==> src/rtl/pool_sched_pkg.sv <==
// pool_sched_pkg: shared types, widths and config helpers for the pool layer scheduler
// Contents: state_t (IDLE/RUN/DRAIN/DONE), CNT_W, PE_NUM, WDOG_MULT, expected_outputs(), cfg_valid()
package pool_sched_pkg;
  localparam int PE_NUM = 8;
  localparam int WDOG_MULT = 4;
  localparam int CNT_W = 10;
  typedef enum logic [1:0] {IDLE, RUN, DRAIN, DONE} state_t;
  // Writes per group: (N/2)^2 pooled pixels, or N*N pass-through pixels in bypass
  function automatic logic [CNT_W-1:0] expected_outputs(input logic [4:0] n, input logic layer);
    return layer ? CNT_W'(n) * CNT_W'(n) : CNT_W'(n[4:1]) * CNT_W'(n[4:1]);
  endfunction
  function automatic logic cfg_valid(input logic [4:0] n, input int max_feat);
    return !n[0] && n >= 5'd2 && int'(n) <= max_feat;
  endfunction
endpackage

==> src/rtl/pool_sched_addr_gen.sv <==
// pool_sched_addr_gen: output write counter, base+count address and terminal-count compare
// Ports: clk, rst_n (sync, active low), clr (restart count), inc (one write this cycle),
//        base, expected (writes per group) in; addr, last (current write is final), full out
module pool_sched_addr_gen
  import pool_sched_pkg::*;
#(
  parameter int ADDR_W = 10
) (
  input  logic              clk,
  input  logic              rst_n,
  input  logic              clr,
  input  logic              inc,
  input  logic [ADDR_W-1:0] base,
  input  logic [CNT_W-1:0]  expected,
  output logic [ADDR_W-1:0] addr,
  output logic              last,
  output logic              full
);
  logic [CNT_W-1:0] cnt;
  always_ff @(posedge clk)
    if (!rst_n || clr) cnt <= '0;
    else if (inc) cnt <= cnt + CNT_W'(1);
  // Carry out of the address sum is dropped so the buffer wraps
  assign addr = base + ADDR_W'(cnt);
  assign last = cnt == expected - CNT_W'(1);
  assign full = cnt >= expected;
endmodule

==> src/rtl/pool_layer_sched.sv <==
// pool_layer_sched: per-channel-group sequencer between the conv PE array and the output buffer
// Ports: clk, rst_n (sync, active low); start, cfg_featmap_size, cfg_layer, cfg_out_base in;
//        pe_valid in, pool_din_st/pool_featmap_size/pool_convlayer_state out to the pool array;
//        pool_dout_st in; wr_en, wr_addr to the output buffer; busy, done, err status out.
// Option: POOL_SCHED_WDOG_EN builds a DRAIN watchdog that aborts with err after WDOG_MULT*N idle cycles.
module pool_layer_sched
  import pool_sched_pkg::*;
#(
  parameter int ADDR_W = 10,
  parameter int MAX_FEAT = 28
) (
  input  logic              clk,
  input  logic              rst_n,
  input  logic              start,
  input  logic [4:0]        cfg_featmap_size,
  input  logic              cfg_layer,
  input  logic [ADDR_W-1:0] cfg_out_base,
  input  logic              pe_valid,
  output logic              pool_din_st,
  output logic [4:0]        pool_featmap_size,
  output logic              pool_convlayer_state,
  input  logic              pool_dout_st,
  output logic              wr_en,
  output logic [ADDR_W-1:0] wr_addr,
  output logic              busy,
  output logic              done,
  output logic              err
);
  state_t state, state_nx;
  logic [ADDR_W-1:0] base_q;
  logic [CNT_W-1:0] in_cnt, nn;
  logic err_q, ok, accept, run, act, last_in, last, full, wdog_to;
  assign ok = cfg_valid(cfg_featmap_size, MAX_FEAT);
  assign accept = state == IDLE && start && ok;
  assign run = state == RUN;
  assign act = run || state == DRAIN;
  assign nn = CNT_W'(pool_featmap_size) * CNT_W'(pool_featmap_size);
  assign last_in = run && pe_valid && in_cnt == nn - CNT_W'(1);
  assign err = err_q;
  pool_sched_addr_gen #(.ADDR_W(ADDR_W)) u_addr (
    .clk(clk),
    .rst_n(rst_n),
    .clr(accept),
    .inc(wr_en),
    .base(base_q),
    .expected(expected_outputs(pool_featmap_size, pool_convlayer_state)),
    .addr(wr_addr),
    .last(last),
    .full(full)
  );
`ifdef POOL_SCHED_WDOG_EN
  logic [CNT_W-1:0] wd_cnt;
  always_ff @(posedge clk)
    if (!rst_n || state != DRAIN || pool_dout_st) wd_cnt <= '0;
    else wd_cnt <= wd_cnt + CNT_W'(1);
  // Fires on the WDOG_MULT*N-th consecutive idle DRAIN cycle
  assign wdog_to = state == DRAIN && !pool_dout_st &&
                   wd_cnt == CNT_W'(WDOG_MULT) * CNT_W'(pool_featmap_size) - CNT_W'(1);
`else
  assign wdog_to = 1'b0;
`endif
  always_comb begin
    state_nx = state;
    pool_din_st = run && pe_valid && !pool_convlayer_state;
    // full blocks stray pooled pixels once the group's writes are complete
    wr_en = act && !full && (pool_convlayer_state ? pe_valid : pool_dout_st);
    busy = state != IDLE;
    done = state == DONE;
    case (state)
      IDLE:    state_nx = accept ? RUN : IDLE;
      RUN:     state_nx = wr_en && last ? DONE : last_in ? DRAIN : RUN;
      DRAIN:   state_nx = wr_en && last ? DONE : wdog_to ? IDLE : DRAIN;
      default: state_nx = IDLE;
    endcase
  end
  always_ff @(posedge clk)
    if (!rst_n) begin
      state <= IDLE;
      pool_featmap_size <= '0;
      pool_convlayer_state <= 1'b0;
      base_q <= '0;
      in_cnt <= '0;
      err_q <= 1'b0;
    end else begin
      state <= state_nx;
      err_q <= (state == IDLE && start && !ok) || wdog_to;
      if (accept) begin
        pool_featmap_size <= cfg_featmap_size;
        pool_convlayer_state <= cfg_layer;
        base_q <= cfg_out_base;
        in_cnt <= '0;
      end else if (run && pe_valid) in_cnt <= in_cnt + CNT_W'(1);
    end
endmodule

==> config.mk <==
export PLATFORM = sky130hd
export DESIGN_NAME = pool_layer_sched
export DESIGN_NICKNAME = d
export VERILOG_FILES = /design/src/rtl/pool_sched_pkg.sv /design/src/rtl/pool_sched_addr_gen.sv /design/src/rtl/pool_layer_sched.sv
export SDC_FILE = /design/constraint.sdc
export NUM_CORES = 1
export LEC_CHECK = 0
export BUFFER_PORTS_ARGS = -buffer_cell sky130_fd_sc_hd__buf_2
export CAP_MARGIN = 20
export CORE_MARGIN = 8
export CORE_UTILIZATION = 49
export CTS_BUF_LIST = sky130_fd_sc_hd__clkbuf_4
export CTS_CLUSTER_DIAMETER = 40
export CTS_CLUSTER_SIZE = 14
export DETAILED_ROUTE_END_ITERATION = 10
export PLACE_DENSITY_LB_ADDON = 0.15
export SETUP_SLACK_MARGIN = 0.1
export SLEW_MARGIN = 15
export SYNTH_ARGS = -nofsm -noshare
export SYNTH_HDL_FRONTEND = slang
export SYNTH_HIERARCHICAL = 1
export SYNTH_SLANG_ARGS = --single-unit
==> constraint.sdc <==
create_clock -name clk -period 6.12 [get_ports clk]
set_input_delay 0.612 -clock clk [delete_from_list [all_inputs] [get_ports clk]]
set_output_delay 0.612 -clock clk [all_outputs]
set_load 0.05 [all_outputs]
# After elaboration in Yosys (flattened, before gate mapping)
# Index checks and enable logic that the tools add are counted.
# totals
register_bits,39
in_bits,21
out_inout_bits,21
# op_classes
addsub,5
multipliers,2
n_lt_le_gt_ge,3
n_eq_ne,5
muxes,7
bitwise,1
reduce_logical,21
# op_table
op,count
$add A10 B1 Y10 const B,2
$eq A10 B10 Y1,2
$sub A10 B1 Y10 const B,2
$logic_and A1 B1 Y1,11
$add A10 B10 Y10,1
$ge A10 B10 Y1,1
$mul A5 B5 Y10,1
$mux W10,1
$mul A4 B4 Y8,1
$pmux W2 S3,1
$ge A5 B2 Y1 const B,1
$le A5 B5 Y1 const B,1
$logic_not A1 Y1,5
$eq A2 B2 Y1 const B,2
$mux W2,2
$mux W1,3
$eq A2 B1 Y1 const B,1
$logic_not A2 Y1,1
$logic_or A1 B1 Y1,2
$reduce_bool A2 Y1,1
$reduce_or A2 Y1,1
$not A1 Y1,1

# Depth between registers and ports, before layout
# Gate-level depths: netlist of the first run.
# depth
ltp_word,9
depth_mapped,27
ltp_nobuf,25

# By module
# Netlist of the first run, hierarchy kept.
# modules_own_cells
mod,n_inst,cells_each,area_per_inst_um2,seq_area_each_um2
pool_layer_sched,1,273,2207.1,580.6
pool_sched_addr_gen,1,171,1348.8,200.2

# Least setup slack after synthesis of the first run
# OpenSTA, ideal clock, no wires.
# synth_timing
path_kind,register -> register
startpoint,reg pool_featmap_size[1]
endpoint,reg u_addr.cnt[7]
setup_time_ps,128
arrival_ps,7110
path_slack_ps,-1118
stages_incl_launch_ff,27
path_buffers,2
period_less_slack_ps,7238
cell_sequence,dfxtp_1 -> clkbuf_1 -> nand2_1 -> fa_1 -> inv_1 -> fa_1 -> ha_1 -> a31o_2 -> ha_1 -> a21o_1 -> o21a_1 -> o311ai_0 -> and2_1 -> inv_1 -> ha_1 -> o21a_1 -> o21ai_0 -> nor2_1 -> nor2_1 -> o31ai_1 -> nor3b_1 -> clkbuf_1 -> nand4_1 -> nor2_1 -> nand3_1 -> xnor2_1 -> nor2_1
# synth_via
elab_chain_len,6
# synth_rtl
element,line,rtl
start: declaration,pool_layer_sched.sv:20,"output logic [4:0] pool_featmap_size,"
start signal: assignment,pool_layer_sched.sv:88,pool_featmap_size <= cfg_featmap_size;
$mul A5 B5 Y10 or $mul A4 B4 Y8 (tied branches),pool_sched_pkg.sv:10,return layer ? CNT_W'(n) * CNT_W'(n) : CNT_W'(n[4:1]) * CNT_W'(n[4:1]);
$mux W10 *,pool_sched_pkg.sv:10,
$ge A10 B10 Y1 *,pool_sched_addr_gen.sv:26,assign full = cnt >= expected;
net full,pool_layer_sched.sv:32,"logic err_q, ok, accept, run, act, last_in, last, full, wdog_to;"
$logic_not A1 Y1 *,pool_layer_sched.sv:66,wr_en = act && !full && (pool_convlayer_state ? pe_valid : pool_dout_st);
$logic_and A1 B1 Y1 * (2 in series),pool_layer_sched.sv:66,
net wr_en,pool_layer_sched.sv:23,"output logic wr_en,"
end signal: assignment,pool_sched_addr_gen.sv:22,else if (inc) cnt <= cnt + CNT_W'(1);
end: declaration,pool_sched_addr_gen.sv:19,logic [CNT_W-1:0] cnt;
# Mark *: on every way through the listed nets, which the timed path passes. The rest lies on a longest branch.
# A chain may end at the register's enable or synchronous reset.

# Worst setup path after layout of the first run
# layout_timing
startpoint,reg pool_featmap_size[2]
endpoint,out wr_en
# layout_via
elab_chain_len,6
# layout_rtl
element,line
$mul A5 B5 Y10 or $mul A4 B4 Y8 (tied branches),pool_sched_pkg.sv:10
$mux W10 *,pool_sched_pkg.sv:10
$ge A10 B10 Y1 *,pool_sched_addr_gen.sv:26
net full,pool_layer_sched.sv:32
$logic_not A1 Y1 *,pool_layer_sched.sv:66
$logic_and A1 B1 Y1 * (2 in series),pool_layer_sched.sv:66
end: declaration,pool_layer_sched.sv:23
# Marked as above.

==> flow_metrics.env, run 1 <==
export IMPL_setup_viol=0
export IMPL_cp_startpoint="pool_featmap_size[2]"
export IMPL_worstSetupPathType="reg2out"
export IMPL_synth_commonest_cells="nand2_1 (56), dfxtp_1 (39), nor2_1 (39)"
export IMPL_rr_startpoint="pool_featmap_size[2]"
export IMPL_status="completed"
export IMPL_holdBufCountCts=0
export IMPL_clock_tree_buffer_depth=2
export IMPL_power_leakage_nw=1.84
export IMPL_dieHeight_um=101
export IMPL_ys_ff_latch=39
export IMPL_die_area_um2=10200
export IMPL_grt_first_pass_wirelength_um=14600
export IMPL_clock_sinks=39
export IMPL_crit_end="wr_en"
export IMPL_power_density_nw_per_um2=141
export IMPL_die_x_um=101
export IMPL_path_max_fanout=8
export IMPL_yosys_top_cells_area="dfxtp_1 (22%), ha_1 (13%), xnor2_1 (6.9%)"
export IMPL_skew_ns=0.0106
export IMPL_synth_top_area_cell="dfxtp_1"
export IMPL_areaGrowthSynthToFinish_pct=14.7
export IMPL_arrival_ns=5.17
export IMPL_place_hpwl_um=6550
export IMPL_crit_chain="inv_1 > fa_1 > inv_1 > fa_1 > ha_1 > a31o_2 > ha_1 > a21o_1 > o21a_1 > o311ai_4 > and2_4 > inv_1 > ha_1 > o21a_1 > o21ai_2 > nor2_1 > nor2_1 > o31ai_1 > nor3b_4 > buf_4 > buf_6"
export IMPL_hold_viol_final=0
export IMPL_start_kind="flop"
export IMPL_grt_setup_unrepaired="no"
export IMPL_synth_edf_count=0
export IMPL_wl_per_cell_um=14.7
export IMPL_min_period_over_period=0.944
export IMPL_ant_nets=0
export IMPL_place_congestion=0.795
export IMPL_period_needed_ns=5.78
export IMPL_slew_violations=0
export IMPL_grt_util_all_layers=0.174
export IMPL_syn_avg_cell_area_um2=8.01
export IMPL_cts_root_buffer="clkbuf_4"
export IMPL_insertedDiodeCount=0
export IMPL_synth_most_common_cell="nand2_1"
export IMPL_drt_pass1_iter_count=4
export IMPL_totalWireLength_um=8680
export IMPL_r2r_setup_slack_ns=0.70
export IMPL_avgViaCountPerCell=5.39
export IMPL_path_clk_slew_ns=0.12
export IMPL_ys_warn_count=6
export IMPL_grt_pass1_vias=3059
export IMPL_ios=42
export IMPL_relSlewSlack=0.464
export IMPL_reg2reg_to="state[0]"
export IMPL_rows=31
export IMPL_netlist_area_um2=3560
export IMPL_vias=3186
export IMPL_r2r_cells=21
export IMPL_htreeDepth=2
export IMPL_cts_tree="yes"
export IMPL_fin_nets=554
export IMPL_clock_latency_ns=0.34
export IMPL_cp_required_ns=5.51
export IMPL_antenna_found_initial=0
export IMPL_drc=0
export IMPL_crit_path_end_kind="output port"
export IMPL_grt_max_degree=23
export IMPL_tightest_slew_ns=0.802
export IMPL_first_iter_violations=152
export IMPL_ir_drop_uv=140
export IMPL_maxCapViolCount=0
export IMPL_cts_buffers=5
export IMPL_power_w=0.000575
export IMPL_crit_path_max_incr_delay_ns=0.54
export IMPL_hold_class="reg2reg"
export IMPL_seq_area_frac_synth=0.220
export IMPL_synthArstFlopShare=0
export IMPL_crit_slowest_cell="fa_1"
export IMPL_portBuffers=41
export IMPL_gr_total_overflow=0
export IMPL_tns_ns=0
export IMPL_core_area_um2=7140
export IMPL_synth_top_area_frac=0.220
export IMPL_drive_gt1_frac=0.177
export IMPL_start_util=0.498
export IMPL_nFillCells=701
export IMPL_fmax_mhz=173
export IMPL_holdPathStages=2
export IMPL_synth_top_flop_cell="dfxtp_1"
export IMPL_ys_types=56
export IMPL_syn_instance_count=444
-- through the flow --
stage          hold WS [ns]  worst slack [ns]  std cells   util  instance area [um2]
2_1_floorplan         0.448             0.144        447      -                 3600
4_1_cts               0.483             0.135        584  0.558                 3990
3_5_place_dp          0.465             0.318        575  0.545                 3890
6_report              0.479             0.342        591  0.572                 4080
3_3_place_gp          0.461             0.457        575  0.545                 3890
5_1_grt               0.500             0.109        591  0.572                 4080
-- layer usage --
metal | part of all wire | track usage | up-vias
met1 | 0.50 | 0.241 | 1483
met2 | 0.46 | 0.275 | 50
met5 | 0 | 0 | -
met3 | 0.031 | 0.0261 | 8
li1 | - | - | 1645
met4 | 0.0076 | 0.0435 | 0
-- state kept, by name, summed over array words and instances (netlist names) --
name	cells
state	2
u_addr/cnt	10
pool_convlayer_state	1
err	1
pool_featmap_size	5
in_cnt	10
base_q	10
-- kinds of logic after synthesis --
family	Yosys count	share of synthesized area
adder cells (fa/ha/maj)	42	0.156
other	1	0.00105
AND/OR/NAND/NOR	180	0.257
XOR/XNOR	50	0.127
buffers and inverters	41	0.0433
flip-flops	39	0.220
AO/OA/AOI/OAI	85	0.177
multiplexers	6	0.0190
-- critical path, delay by kind of cell, from the launching register on --
kind / cells / cell delay, ns
buf+inv: 5 / 0.52
simple gates: 4 / 0.58
flops: 1 / 0.38
fa+ha+maj: 5 / 1.91
compound gates: 7 / 1.44
-- area by class of cell --
class                   count  area [um2]  area share
clock buffers               5        37.5     0.00920
multi-input cells         367        2690       0.660
flip-flops and latches     39         800       0.196
well taps                  99         124      0.0304
clock inverters             3        38.8     0.00951
repair buffers             51         287      0.0702
inverters                  27         101      0.0248
-- power by group --
part           internal [W]  leakage (nW)  switching (W)
logic             0.0000530          1.47      0.0000858
registers          0.000259         0.320     0.00000733
clock network     0.0000841        0.0426      0.0000864
total              0.000396          1.84       0.000180
-- cells in the final DEF (no fill, tap or decap), types with 7 or more instances in the layout --
master	Yosys	routed
buf_4	0	10
and2_1	14	13
dfxtp_1	39	34
nand4_1	10	10
xor2_1	21	21
o21ai_0	9	7
xnor2_1	28	27
ha_1	38	38
a21boi_0	15	15
nand3_1	9	9
inv_1	26	26
a21oi_1	17	17
nor2b_1	7	7
nor2_1	39	39
nor3_1	13	13
nand2_1	56	56
o31ai_1	7	7
buf_2	0	40
-- repair_timing --
item | CTS | global route
pin swaps | 1 | 0
hold endpoints to repair | 0 | 0
setup endpoints to repair | 1 | 4
buffers inserted | 1 | 7
gates resized for setup | 3 | 10
-- worst min-delay path by stage --
stage / from / slack [ns] / end
6_report: base_q[6] / 0.48 / base_q[6]
3_5_place_dp: base_q[6] / 0.47 / base_q[6]
4_1_cts: base_q[6] / 0.48 / base_q[6]
5_1_grt: cfg_out_base[2] / 0.50 / base_q[2]
3_3_place_gp: base_q[3] / 0.46 / base_q[3]
2_1_floorplan: base_q[3] / 0.45 / base_q[3]
Power figures use the tool's default switching activity.
==> inputs of run 2 (changes only) <==
==> constraint.sdc (replaced) <==
create_clock -name clk -period 4.8 [get_ports clk]
set_input_delay 0.48 -clock clk [delete_from_list [all_inputs] [get_ports clk]]
set_output_delay 0.48 -clock clk [all_outputs]
set_load 0.05 [all_outputs]
==> run 2 against run 1 <==
The flow now finishes with violations (negative setup slack). Flip-flop and latch count unchanged. Via count is 4.9% higher. Register-to-register slack worse by 0.93 ns. Final cell count rose by 5.1%. Worst hold slack got worse by 0.12 ns. Sequential power grew 27%. Sequential share of layout area decreased by 2.0 points. Die area is the same. Worst setup slack worse by 0.64 ns. Non-clock buffer count up 31. Final area rose by 11%. Global-route usage grew 1.1 points. Critical path type unchanged.
==> flow_metrics.env, run 2 (same netlist as run 1, synthesis figures left out) <==
export IMPL_status="finished, violations left"
export IMPL_violations="negative setup slack"
export IMPL_place_inst=605
export IMPL_crit_chain="inv_2 > fa_1 > inv_1 > fa_1 > ha_1 > a31o_4 > ha_4 > and3_4 > o21a_1 > o311ai_4 > and2_4 > inv_4 > ha_4 > o21a_1 > o21ai_2 > nor2_2 > nor2_2 > o31ai_4 > nor3b_4 > buf_6"
export IMPL_fmax_mhz=196
export IMPL_tightest_slew_ns=0.591
export IMPL_postPlaceCellArea_um2=4160
export IMPL_setup_viol=11
export IMPL_path_clk_slew_ns=0.13
export IMPL_clock_tree_buffer_depth=2
export IMPL_skew_ns=0.0198
export IMPL_power_leakage_nw=2.06
export IMPL_min_period_over_period=1.06
export IMPL_start_util=0.498
export IMPL_gr_total_overflow=0
export IMPL_crit_slowest_cell="fa_1"
export IMPL_antenna_found_initial=0
export IMPL_grt_pass1_vias=3288
export IMPL_fin_nets=585
export IMPL_top_regs="base_q x10, in_cnt x10, u_addr/cnt x10"
export IMPL_die_area_um2=10200
export IMPL_drt_pass1_iter_count=5
export IMPL_worst_slack_ns=-0.299
export IMPL_ios=42
export IMPL_r2r_cells=23
export IMPL_drive_gt1_frac=0.278
export IMPL_relSlewSlack=0.604
export IMPL_htreeDepth=2
export IMPL_vias=3341
export IMPL_final_area_um2=4520
export IMPL_grt_first_pass_wirelength_um=15600
export IMPL_hold_class="in2reg"
export IMPL_core_area_um2=7140
export IMPL_cts_buffers=5
export IMPL_grt_util_met1=0.252
export IMPL_rows=31
export IMPL_arrival_ns=4.62
export IMPL_die_x_um=101
export IMPL_start_kind="flop"
export IMPL_r2r_setup_slack_ns=-0.23
export IMPL_holdPathStages=3
export IMPL_drc=0
export IMPL_worstSetupPathType="reg2out"
export IMPL_final_cell_mix="nand2_1 (53), buf_2 (40), nor2_1 (36), buf_4 (36), ha_1 (35)"
export IMPL_hold_viol_final=0
export IMPL_cts_root_buffer="clkbuf_4"
export IMPL_insertedDiodeCount=0
export IMPL_ant_nets=0
export IMPL_grt_busiest_layer="met2"
export IMPL_grt_util_all_layers=0.185
export IMPL_hp_start="cfg_out_base[0]"
export IMPL_finalNonFillerCells=621
export IMPL_maxCapViolCount=0
export IMPL_crit_path_max_incr_delay_ns=0.52
export IMPL_avgViaCountPerCell=5.38
export IMPL_dieHeight_um=101
export IMPL_totalWireLength_um=9340
export IMPL_slew_violations=0
export IMPL_place_hpwl_um=6940
export IMPL_first_iter_violations=137
export IMPL_power_density_nw_per_um2=168
export IMPL_ir_drop_uv=125
export IMPL_grt_max_degree=23
export IMPL_reg2reg_to="state[0]"
export IMPL_place_congestion=0.846
export IMPL_cts_tree="yes"
export IMPL_hold_ws_ns=0.362
export IMPL_crit_path_end_kind="output port"
export IMPL_areaGrowthSynthToFinish_pct=27.0
export IMPL_final_common_cell="nand2_1"
export IMPL_wl_per_cell_um=15.0
export IMPL_period_needed_ns=5.10
export IMPL_portBuffers=41
export IMPL_cp_required_ns=4.32
export IMPL_hold_end="base_q[0]"
export IMPL_path_max_fanout=4
export IMPL_rr_startpoint="pool_featmap_size[2]"
export IMPL_grt_setup_unrepaired="yes"
export IMPL_clock_latency_ns=0.35
export IMPL_use_met2=0.297
export IMPL_clock_sinks=39
export IMPL_met3_usage=0.0330
export IMPL_nFillCells=639
==> run 2: changes by cell type in the layout (fill, tap and decap cells not counted), sizes merged <==
| cell | delta |
|---|---|
| buf | +31 |
| clkinv | -2 |
| inv | +1 |
==> run 2: how the worst max path moves through the flow <==
stage	endpoint	cells after the start	start	slack [ns]
after detailed placement	u_addr/cnt[8]	23	pool_featmap_size[2]	-0.14
after floorplan	u_addr/cnt[7]	26	pool_featmap_size[0]	-0.83
after CTS	wr_en	20	pool_featmap_size[2]	-0.35
after global placement	u_addr/cnt[8]	23	pool_featmap_size[2]	-0.07
after global routing	wr_en	21	pool_featmap_size[2]	-0.52
final	wr_en	20	pool_featmap_size[2]	-0.30
==> run 2: power by group <==
group          switching (W)  internal (W)
sequential        0.00000598      0.000331
clock               0.000112      0.000107
combinational       0.000120     0.0000811
==> run 2: metal layers <==
metal / vias to the layer above / wire length (um)
met5: - / 0
met4: 0 / 99
met3: 8 / 379
met2: 67 / 4310
met1: 1564 / 4550
li1: 1702 / -
==> run 2: timing repair <==
action | 4_1_cts | 5_1_grt
hold buffers | 0 | 0
cloned | 0 | 0
pin swaps | 12 | 12
gates resized for setup | 11 | 31
setup endpoints to repair | 10 | 13
buffers inserted | 6 | 4
==> run 2: layout make-up <==
type | instances | area [um2] | area share
inverter | 27 | 104 | 0.0230
clock buffer | 5 | 37.5 | 0.00831
tap | 99 | 124 | 0.0274
clock inverter | 2 | 36.3 | 0.00803
multi-input combinational | 367 | 2880 | 0.638
sequential | 39 | 795 | 0.176
timing repair buffer | 82 | 538 | 0.119
==> run 2: critical path: cells and delay by family, from the launching register on <==
family / cells / cell delay, ns
fa+ha+maj: 5 / 1.71
compound gates: 6 / 1.07
simple gates: 5 / 0.81
flops: 1 / 0.36
buf+inv: 4 / 0.33
==> run 2: per-stage QoR <==
| stage | setup slack [ns] | util | total power, W | setup TNS [ns] |
|---|---|---|---|---|
| 5_1_grt | -0.518 | 0.633 | 0.000799 | -4.21 |
| 3_5_place_dp | -0.135 | 0.583 | 0.000530 | -0.675 |
| 2_1_floorplan | -0.831 | - | 0.000481 | -7.73 |
| 6_report | -0.299 | 0.633 | 0.000757 | -1.36 |
| 3_3_place_gp | -0.0725 | 0.583 | 0.000527 | -0.282 |
| 4_1_cts | -0.346 | 0.605 | 0.000756 | -1.49 |
